$ cat config.mk
export PLATFORM = sky130hd
export DESIGN_NAME = pipe_hazard_ctrl_flat
export DESIGN_NICKNAME = d
export VERILOG_FILES = /design/src/rtl/pipe_hazard_ctrl_pkg.sv /design/src/rtl/pipe_hazard_ctrl_if.sv /design/src/rtl/pipe_hazard_ctrl_hazard_cmp.sv /design/src/rtl/pipe_hazard_ctrl.sv /design/src/flat_wrapper.sv
export SDC_FILE = /design/constraint.sdc
export NUM_CORES = 1
export LEC_CHECK = 0
export CORE_UTILIZATION = 35
export DETAILED_ROUTE_END_ITERATION = 6
export PLACE_DENSITY = 0.71
export SLEW_MARGIN = 10
export SYNTH_ARGS = -nofsm -noshare
export SYNTH_HDL_FRONTEND = slang
export SYNTH_SLANG_ARGS = --single-unit
$ cat constraint.sdc
create_clock -name clk_i -period 1.55 [get_ports clk_i]
set_input_delay 0.155 -clock clk_i [delete_from_list [all_inputs] [get_ports clk_i]]
set_output_delay 0.155 -clock clk_i [all_outputs]
set_load 0.1 [all_outputs]
$ cat src/rtl/pipe_hazard_ctrl_pkg.sv
// Shared types for the pipeline hazard controller: operand-select and FSM
// encodings plus the per-stage destination record.
package pipe_hazard_ctrl_pkg;

  typedef enum logic [1:0] {
    DEP_REG  = 2'b00,
    DEP_IMM  = 2'b01,
    DEP_MALU = 2'b10,
    DEP_WDI  = 2'b11
  } depen_e;

  typedef enum logic [1:0] {
    ST_RUN    = 2'b00,
    ST_LSTALL = 2'b01,
    ST_FLUSH  = 2'b10,
    ST_DSTALL = 2'b11
  } state_e;

  typedef struct packed {
    logic       wreg;
    logic       m2reg;
    logic [4:0] rn;
  } dest_rec_t;

  localparam dest_rec_t REC_NONE = '0;

  // Nearest producer wins: EX result (malu) before MEM result (wdi).
  function automatic depen_e sel_depen(input logic imm, input logic ex_hit,
                                       input logic mem_hit);
    if (imm)          return DEP_IMM;
    else if (ex_hit)  return DEP_MALU;
    else if (mem_hit) return DEP_WDI;
    else              return DEP_REG;
  endfunction

endpackage

$ cat src/rtl/pipe_hazard_ctrl_if.sv
// ID-stage decode fields in, operand selects and pipeline control out.
interface pipe_hazard_ctrl_if;
  logic [4:0] d_rs;
  logic [4:0] d_rt;
  logic       d_use_rs;
  logic       d_use_rt;
  logic       d_shift;
  logic       d_aluimm;
  logic       d_wreg;
  logic       d_m2reg;
  logic [4:0] d_rn;
  logic       ex_is_uncond;
  logic       ex_is_cond;
  logic [1:0] e_adepen;
  logic [1:0] e_bdepen;
  logic       stall;
  logic       bubble;
  logic       flush;
  logic [1:0] state;

  modport master (
    output d_rs, d_rt, d_use_rs, d_use_rt, d_shift, d_aluimm,
           d_wreg, d_m2reg, d_rn, ex_is_uncond, ex_is_cond,
    input  e_adepen, e_bdepen, stall, bubble, flush, state
  );

  modport slave (
    input  d_rs, d_rt, d_use_rs, d_use_rt, d_shift, d_aluimm,
           d_wreg, d_m2reg, d_rn, ex_is_uncond, ex_is_cond,
    output e_adepen, e_bdepen, stall, bubble, flush, state
  );
endinterface

$ cat src/rtl/pipe_hazard_ctrl_hazard_cmp.sv
// Compares one ID source register against one downstream destination record.
module hazard_cmp
  import pipe_hazard_ctrl_pkg::*;
(
  input  logic [4:0] src_i,
  input  logic       use_i,
  input  dest_rec_t  rec_i,
  output logic       hit_o
);
  // r0 is hardwired zero, so a write to it never creates a dependence.
  assign hit_o = rec_i.wreg && use_i && (rec_i.rn == src_i) && (rec_i.rn != 5'd0);
endmodule

$ cat src/rtl/pipe_hazard_ctrl.sv
// Hazard detection, forwarding select and stall/flush control for a 5-stage pipe.
// Define PIPE_HAZARD_FWD_EN for forwarding; otherwise EX/MEM dependences stall.
module pipe_hazard_ctrl
  import pipe_hazard_ctrl_pkg::*;
(
  input  logic               clk_i,
  input  logic               rst_i,
  pipe_hazard_ctrl_if.slave  hz_if
);

  dest_rec_t ex_rec_q, mem_rec_q, wb_rec_q, ex_rec_d;
  state_e    state_q, state_d;
  depen_e    adep_q, bdep_q, adep_d, bdep_d;

  logic ex_a, ex_b, mem_a, mem_b, wb_a, wb_b;
  logic jump, data_haz, stall, flush, bubble;
  state_e haz_state;

  hazard_cmp u_cmp_ex_a  (.src_i(hz_if.d_rs), .use_i(hz_if.d_use_rs), .rec_i(ex_rec_q),  .hit_o(ex_a));
  hazard_cmp u_cmp_ex_b  (.src_i(hz_if.d_rt), .use_i(hz_if.d_use_rt), .rec_i(ex_rec_q),  .hit_o(ex_b));
  hazard_cmp u_cmp_mem_a (.src_i(hz_if.d_rs), .use_i(hz_if.d_use_rs), .rec_i(mem_rec_q), .hit_o(mem_a));
  hazard_cmp u_cmp_mem_b (.src_i(hz_if.d_rt), .use_i(hz_if.d_use_rt), .rec_i(mem_rec_q), .hit_o(mem_b));
  hazard_cmp u_cmp_wb_a  (.src_i(hz_if.d_rs), .use_i(hz_if.d_use_rs), .rec_i(wb_rec_q),  .hit_o(wb_a));
  hazard_cmp u_cmp_wb_b  (.src_i(hz_if.d_rt), .use_i(hz_if.d_use_rt), .rec_i(wb_rec_q),  .hit_o(wb_b));

  // WB hits never stall: the register file writes in the first half-cycle.
  logic unused_bits;
  assign unused_bits = ^{wb_a, wb_b, mem_rec_q.m2reg, wb_rec_q.m2reg, ex_rec_q.m2reg};

  always_comb begin
    jump = hz_if.ex_is_uncond | hz_if.ex_is_cond;
`ifdef PIPE_HAZARD_FWD_EN
    data_haz  = ex_rec_q.m2reg & (ex_a | ex_b);
    haz_state = ST_LSTALL;
`else
    data_haz  = ex_a | ex_b | mem_a | mem_b;
    haz_state = ST_DSTALL;
`endif
    flush  = !rst_i && jump;
    stall  = !rst_i && data_haz && !jump;
    bubble = flush | stall;

    state_d = ST_RUN;
    if (jump)          state_d = ST_FLUSH;
    else if (data_haz) state_d = haz_state;

    adep_d = DEP_REG;
    bdep_d = DEP_REG;
    if (!bubble) begin
`ifdef PIPE_HAZARD_FWD_EN
      adep_d = sel_depen(hz_if.d_shift,  ex_a, mem_a);
      bdep_d = sel_depen(hz_if.d_aluimm, ex_b, mem_b);
`else
      adep_d = hz_if.d_shift  ? DEP_IMM : DEP_REG;
      bdep_d = hz_if.d_aluimm ? DEP_IMM : DEP_REG;
`endif
    end

    ex_rec_d = REC_NONE;
    if (!bubble) begin
      ex_rec_d.wreg  = hz_if.d_wreg;
      ex_rec_d.m2reg = hz_if.d_m2reg;
      ex_rec_d.rn    = hz_if.d_rn;
    end
  end

  always_ff @(posedge clk_i or posedge rst_i) begin
    if (rst_i) begin
      state_q   <= ST_RUN;
      adep_q    <= DEP_REG;
      bdep_q    <= DEP_REG;
      ex_rec_q  <= REC_NONE;
      mem_rec_q <= REC_NONE;
      wb_rec_q  <= REC_NONE;
    end else begin
      state_q   <= state_d;
      adep_q    <= adep_d;
      bdep_q    <= bdep_d;
      ex_rec_q  <= ex_rec_d;
      mem_rec_q <= ex_rec_q;
      wb_rec_q  <= mem_rec_q;
    end
  end

  assign hz_if.stall    = stall;
  assign hz_if.bubble   = bubble;
  assign hz_if.flush    = flush;
  assign hz_if.state    = state_q;
  assign hz_if.e_adepen = adep_q;
  assign hz_if.e_bdepen = bdep_q;

endmodule

$ cat src/flat_wrapper.sv
// flat-port wrapper written by rule: the top's interface ports become plain ports
module pipe_hazard_ctrl_flat import pipe_hazard_ctrl_pkg::*;
  (clk_i, rst_i, hz_if_d_rs, hz_if_d_rt, hz_if_d_use_rs, hz_if_d_use_rt, hz_if_d_shift, hz_if_d_aluimm, hz_if_d_wreg, hz_if_d_m2reg, hz_if_d_rn, hz_if_ex_is_uncond, hz_if_ex_is_cond, hz_if_e_adepen, hz_if_e_bdepen, hz_if_stall, hz_if_bubble, hz_if_flush, hz_if_state);
  pipe_hazard_ctrl_if hz_if_i ();
  input  logic clk_i;
  input  logic rst_i;
  input wire logic [$bits(hz_if_i.d_rs)-1:0] hz_if_d_rs;
  input wire logic [$bits(hz_if_i.d_rt)-1:0] hz_if_d_rt;
  input wire logic [$bits(hz_if_i.d_use_rs)-1:0] hz_if_d_use_rs;
  input wire logic [$bits(hz_if_i.d_use_rt)-1:0] hz_if_d_use_rt;
  input wire logic [$bits(hz_if_i.d_shift)-1:0] hz_if_d_shift;
  input wire logic [$bits(hz_if_i.d_aluimm)-1:0] hz_if_d_aluimm;
  input wire logic [$bits(hz_if_i.d_wreg)-1:0] hz_if_d_wreg;
  input wire logic [$bits(hz_if_i.d_m2reg)-1:0] hz_if_d_m2reg;
  input wire logic [$bits(hz_if_i.d_rn)-1:0] hz_if_d_rn;
  input wire logic [$bits(hz_if_i.ex_is_uncond)-1:0] hz_if_ex_is_uncond;
  input wire logic [$bits(hz_if_i.ex_is_cond)-1:0] hz_if_ex_is_cond;
  output wire logic [$bits(hz_if_i.e_adepen)-1:0] hz_if_e_adepen;
  output wire logic [$bits(hz_if_i.e_bdepen)-1:0] hz_if_e_bdepen;
  output wire logic [$bits(hz_if_i.stall)-1:0] hz_if_stall;
  output wire logic [$bits(hz_if_i.bubble)-1:0] hz_if_bubble;
  output wire logic [$bits(hz_if_i.flush)-1:0] hz_if_flush;
  output wire logic [$bits(hz_if_i.state)-1:0] hz_if_state;
  assign hz_if_i.d_rs = hz_if_d_rs;
  assign hz_if_i.d_rt = hz_if_d_rt;
  assign hz_if_i.d_use_rs = hz_if_d_use_rs;
  assign hz_if_i.d_use_rt = hz_if_d_use_rt;
  assign hz_if_i.d_shift = hz_if_d_shift;
  assign hz_if_i.d_aluimm = hz_if_d_aluimm;
  assign hz_if_i.d_wreg = hz_if_d_wreg;
  assign hz_if_i.d_m2reg = hz_if_d_m2reg;
  assign hz_if_i.d_rn = hz_if_d_rn;
  assign hz_if_i.ex_is_uncond = hz_if_ex_is_uncond;
  assign hz_if_i.ex_is_cond = hz_if_ex_is_cond;
  assign hz_if_e_adepen = hz_if_i.e_adepen;
  assign hz_if_e_bdepen = hz_if_i.e_bdepen;
  assign hz_if_stall = hz_if_i.stall;
  assign hz_if_bubble = hz_if_i.bubble;
  assign hz_if_flush = hz_if_i.flush;
  assign hz_if_state = hz_if_i.state;
  pipe_hazard_ctrl u_core (.clk_i(clk_i), .rst_i(rst_i), .hz_if(hz_if_i));
endmodule
---- After elaboration in Yosys (flattened, before gate mapping) ----
Index checks and enable logic that the tools add are counted.
word-level totals
  bits in registers ....................... 18
  input port bits ......................... 25
  output and inout port bits .............. 9
  word-level logic and storage cells ...... 42
cells by class
  equality and inequality tests ........... 4
  muxes and demuxes ....................... 7
  bitwise gates (word level) .............. 5
  reduce and logical (&&, ||, !) cells .... 19
operators by type and width
  operator            number
  5-bit == test       4
  1-bit logical AND   15
  5-bit nonzero test  2
  2-bit two-way mux   4
  7-bit two-way mux   1
  1-bit bitwise OR    5
  1-bit logical NOT   2
  1-bit two-way mux   2

---- Logic depth before layout (Yosys ltp) ----
  depth in word-level cells ............... 10
  mapped depth ............................ 5

---- By module ----
A second synthesis with hierarchy kept.
unflattened totals
  cell total of the unflattened synthesis .. 90
  area total of the unflattened synthesis .. 982.2 um^2
by module, submodules not included
  module            times used  cells an instance  area each (um^2)  sequential area each (um^2)
  pipe_hazard_ctrl  1           50                 676.9             450.4
  hazard_cmp        4           10                 76.3              0.0

---- Worst setup path before layout ----
OpenSTA, ideal clock, no wires.
  kind .................................... register to output
  start point ............................. reg u_core.ex_rec_q[0] (netlist bit)
  end point ............................... out hz_if_stall
  arrival ................................. 3,017 ps
  path slack .............................. -1,622 ps
  cell stages (with the launch flop) ...... 6
  path buffers ............................ 0
  path through ............................ dfrtp_1 -> xnor2_1 -> nand4_1 -> o22ai_1 -> a22oi_1 -> nor3_1
on the way
  longest elaborated chain between the ends .. 8
  elaborated cells between the ends (all ways) .. 12
  those cells by class .................... 2 x eq/ne; 3 x bitwise; 7 x reduce/logical
RTL lines
  item                                 RTL line                           RTL
  start, declared                      pipe_hazard_ctrl.sv:11             dest_rec_t ex_rec_q, mem_rec_q, wb_rec_q, ex_rec_d;
  start signal, assigned               pipe_hazard_ctrl.sv:79             ex_rec_q <= ex_rec_d;
  5-bit == test                        pipe_hazard_ctrl_hazard_cmp.sv:11  assign hit_o = rec_i.wreg && use_i && (rec_i.rn == src_i) && (rec_i.rn != 5'd0);
  1-bit logical AND (2 in series)      pipe_hazard_ctrl_hazard_cmp.sv:11
  1-bit bitwise OR (*) (3 in series)   pipe_hazard_ctrl.sv:36             data_haz = ex_a | ex_b | mem_a | mem_b;
  1-bit logical AND (*) (2 in series)  pipe_hazard_ctrl.sv:40             stall = !rst_i && data_haz && !jump;
  end, declared                        flat_wrapper.sv:20                 output wire logic [$bits(hz_if_i.stall)-1:0] hz_if_stall;
Mark *: on every way between the ends. The rest lies on a longest branch, timed or not.

---- Worst setup path after layout ----
  start point ............................. reg u_core.ex_rec_q[1] (netlist bit)
  end point ............................... out hz_if_bubble
on the way
  longest elaborated chain between the ends .. 9
  elaborated cells between the ends (all ways) .. 13
  those cells by class .................... 2 x eq/ne; 4 x bitwise; 7 x reduce/logical
RTL lines
  item                                 RTL line                           RTL
  5-bit == test                        pipe_hazard_ctrl_hazard_cmp.sv:11
  1-bit logical AND (2 in series)      pipe_hazard_ctrl_hazard_cmp.sv:11
  1-bit bitwise OR (*) (3 in series)   pipe_hazard_ctrl.sv:36
  1-bit logical AND (*) (2 in series)  pipe_hazard_ctrl.sv:40
  1-bit bitwise OR (*)                 pipe_hazard_ctrl.sv:41             bubble = flush | stall;
  end, declared                        flat_wrapper.sv:21                 output wire logic [$bits(hz_if_i.bubble)-1:0] hz_if_bubble;
Marks and branches as above.

==> results.yml <==
pwr:
  p_sw_mw: 0.336
  comb_power_share: 0.331
  seq_power_share: 0.419
  sw_frac_of_total: 0.306
  power_frac_clock: 0.250
  power.internal_mw: 0.763
  p_leak_nw: 0.569
  power.density_nw_per_um2: 787
  power_mw: 1.10
  peakVddDrop_mv: 0.553
cts:
  cts_tree: "done"
  cts_hold_buf: 0
  root_buffer: "clkbuf_4"
  ctsHtreeMaxLevel: 1
  cts_buffer_depth: 2
  cts_made_buffers: 3
  clock_latency_ns: 0.29
  cts.sinks: 16
  clkTransAtPathRegs_ns: 0.10
timing:
  setup_violations: 12
  maxSlewViolCount: 0
  fin_ws_ns: -0.605
  fmax_ghz: 0.464
  hold_viol: 0
  min_period_ns: 2.16
  finalCritPeriodShare: 1.39
  clock_skew_ns: 0.00723
  rsz0062_at_grt: "true"
synth:
  ys_ff_latch: 16
  synth_xor_area_frac: 0.222
  synth_seq_area_share: 0.506
  synth_top_family_by_area: "XOR/XNOR gates"
  synth_area_leaders: "dfrtp_1, xnor2_1, a21boi_1"
  ys_warn_count: 0
  synth_top_cell_by_area: "dfrtp_1"
  synthMuxAreaShare: 0
  synth_top_area_share: 0.506
  synth_compound_area_frac: 0.146
  synthSimpleGateAreaFrac: 0.0981
  netlist_area_um2: 791
  syn_area_per_cell_um2: 11.3
  yosysUniqueCellTypes: 18
  syn_inst: 70
  synth_fa_ha_area_frac: 0
critical_path:
  critical_path_class: "reg -> out"
  slowest_delay_ns: 0.52
  worst_path_max_delay_cell: "or4_1"
  arrival_ns: 2.00
  start_kind: "flip-flop"
  crit_path_end_kind: "output port"
  required_ns: 1.39
  crit_path_cell_trace: "or4_1, o21a_1, a22oi_2, buf_6, a21oi_4, buf_12"
  crit_fanout: 3
flow_run:
  cap_violations: 0
detailed_routing:
  wl_per_cell_um: 13.5
  postRouteAntennaNets: 0
  drc: 0
  drt_first_pass_iters: 4
  wl_um: 1970
  avgViaCountPerCell: 4.60
  drtIter0Drc: 3
  vias: 671
status:
  outcome: "complete, but fails checks"
  violations: "negative setup slack"
place:
  gp_congestion: 0.898
  dp.cells: 138
  portBuffers: 30
  place_hpwl_um: 1590
final_layout:
  layout-drive-gt1-share: 0.311
  areaGrowthSynthToFinish_pct: 76.7
  n_antenna_cell: 0
  finalNonFillerCells: 146
  fin_nets: 145
grt:
  grtUsageTotal: 0.172
  antenna_found_initial: 0
  overflow: 0
  grt_pass1_vias: 690
  grt_max_degree: 13
  grt_first_pass_wirelength_um: 3020
floorplan:
  die_x_um: 49.5
  dieArea_um2: 2450
  io_pins: 34
  die_h_um: 49.5
  start_util: 0.387
  core_area_um2: 2040
  rows: 16
hold_path:
  hold_class: "in -> async"
## worst max-delay path: cells and delay by family (launching register included)
family | cells | cell delay, ns
buf+inv | 2 | 0.32
flops | 1 | 0.39
simple gates | 1 | 0.52
compound gates | 3 | 0.49
## metal layers
layer  global-route usage  wire (µm)  vias to the layer above
li1                     -          -                      336
met4               0.0857         28                        0
met3               0.0309        111                        4
met5                    0          0                        -
met1                0.183        781                      304
met2                0.320       1050                       27
## worst paths after layout
path | from | to | slack (ns) | depth (start not counted)
min in group clk_i | u_core.ex_rec_q[6] | u_core.mem_rec_q[6] | 0.39 | 0
worst max-delay path | u_core.ex_rec_q[1] | hz_if_bubble | -0.61 | 6
worst min-delay path | rst_i | u_core.hz_if.e_bdepen[0] | 0.11 | 2
worst min register to register | u_core.ex_rec_q[6] | u_core.mem_rec_q[6] | 0.39 | 0
max in group asynchronous | rst_i | u_core.mem_rec_q[3] | 1.04 | 3
worst max register to register | u_core.ex_rec_q[1] | u_core.ex_rec_q[1] | -0.51 | 6
## sequential cells by signal (all words and copies together) (netlist names)
name	cells
u_core.hz_if.e_bdepen	1
u_core.mem_rec_q	6
u_core.hz_if.e_adepen	1
u_core.ex_rec_q	6
u_core.hz_if.state	2
## synth_stat cells, drive strengths merged
cell    instances
xnor2          20
conb            1
or2             1
a21boi          8
nand4           4
nand2           4
nor2            3
buf             2
nor3            1
or4             2
o22ai           2
dfrtp          16
a221o           1
clkinv          1
a22oi           1
a21oi           1
o21a            2
## cell usage in the layout (no fill, tap or decap), types with 2 or more instances in the layout
cell type / instances
o22ai_2: 2
clkbuf_4: 3
or4_1: 2
xnor2_1: 20
clkdlybuf4s50_1: 23
buf_4: 14
nand2_1: 4
o21a_1: 2
nand4_1: 4
a21boi_1: 7
dfrtp_1: 16
conb_1: 2
buf_6: 2
buf_12: 7
## cells by family (layout without fill, tap and decap cells)
| family | Yosys count | in the layout |
|---|---|---|
| AO/OA/AOI/OAI | 15 | 15 |
| XOR/XNOR | 20 | 20 |
| buffers and inverters | 3 | 51 |
| flip-flops | 16 | 16 |
| other | 1 | 2 |
| AND/OR/NAND/NOR | 15 | 15 |
## repair_timing
action                     4_1_cts  5_1_grt
setup endpoints to repair       12       12
setup buffers                    2        2
pin swaps                        9        5
gates resized for setup          1        3
## area by class of cell
type                    instances  area (µm²)
flip-flops and latches         16         400
repair buffers                 46         498
fillers                       173         644
multi-input cells              52         425
inverters                       1        3.75
clock buffers                   4        36.3
well taps                      27        33.8
## power groups by stage
stage / Sequential, mW / Clock, mW / Combinational (mW)
after detailed placement: 0.469 / 0 / 0.354
after global placement: 0.467 / 0 / 0.348
after global routing: 0.464 / 0.300 / 0.382
final: 0.460 / 0.275 / 0.364
after floorplan: 0.507 / 0 / 0.155
after CTS: 0.461 / 0.283 / 0.359
## metrics by stage
step                      cell area [µm²]  hold WS [ns]   util  setup slack [ns]  TNS (ns)
after floorplan                       837        0.0501      -            -0.383     -2.53
after global placement               1320         0.357  0.645            -0.331     -2.91
after detailed placement             1320         0.363  0.645            -0.357     -3.44
after CTS                            1370         0.112  0.672            -0.601     -4.83
after global routing                 1400         0.128  0.684            -0.664     -6.31
final                                1400         0.113  0.684            -0.605     -5.59
Power figures use the tool's default switching activity.
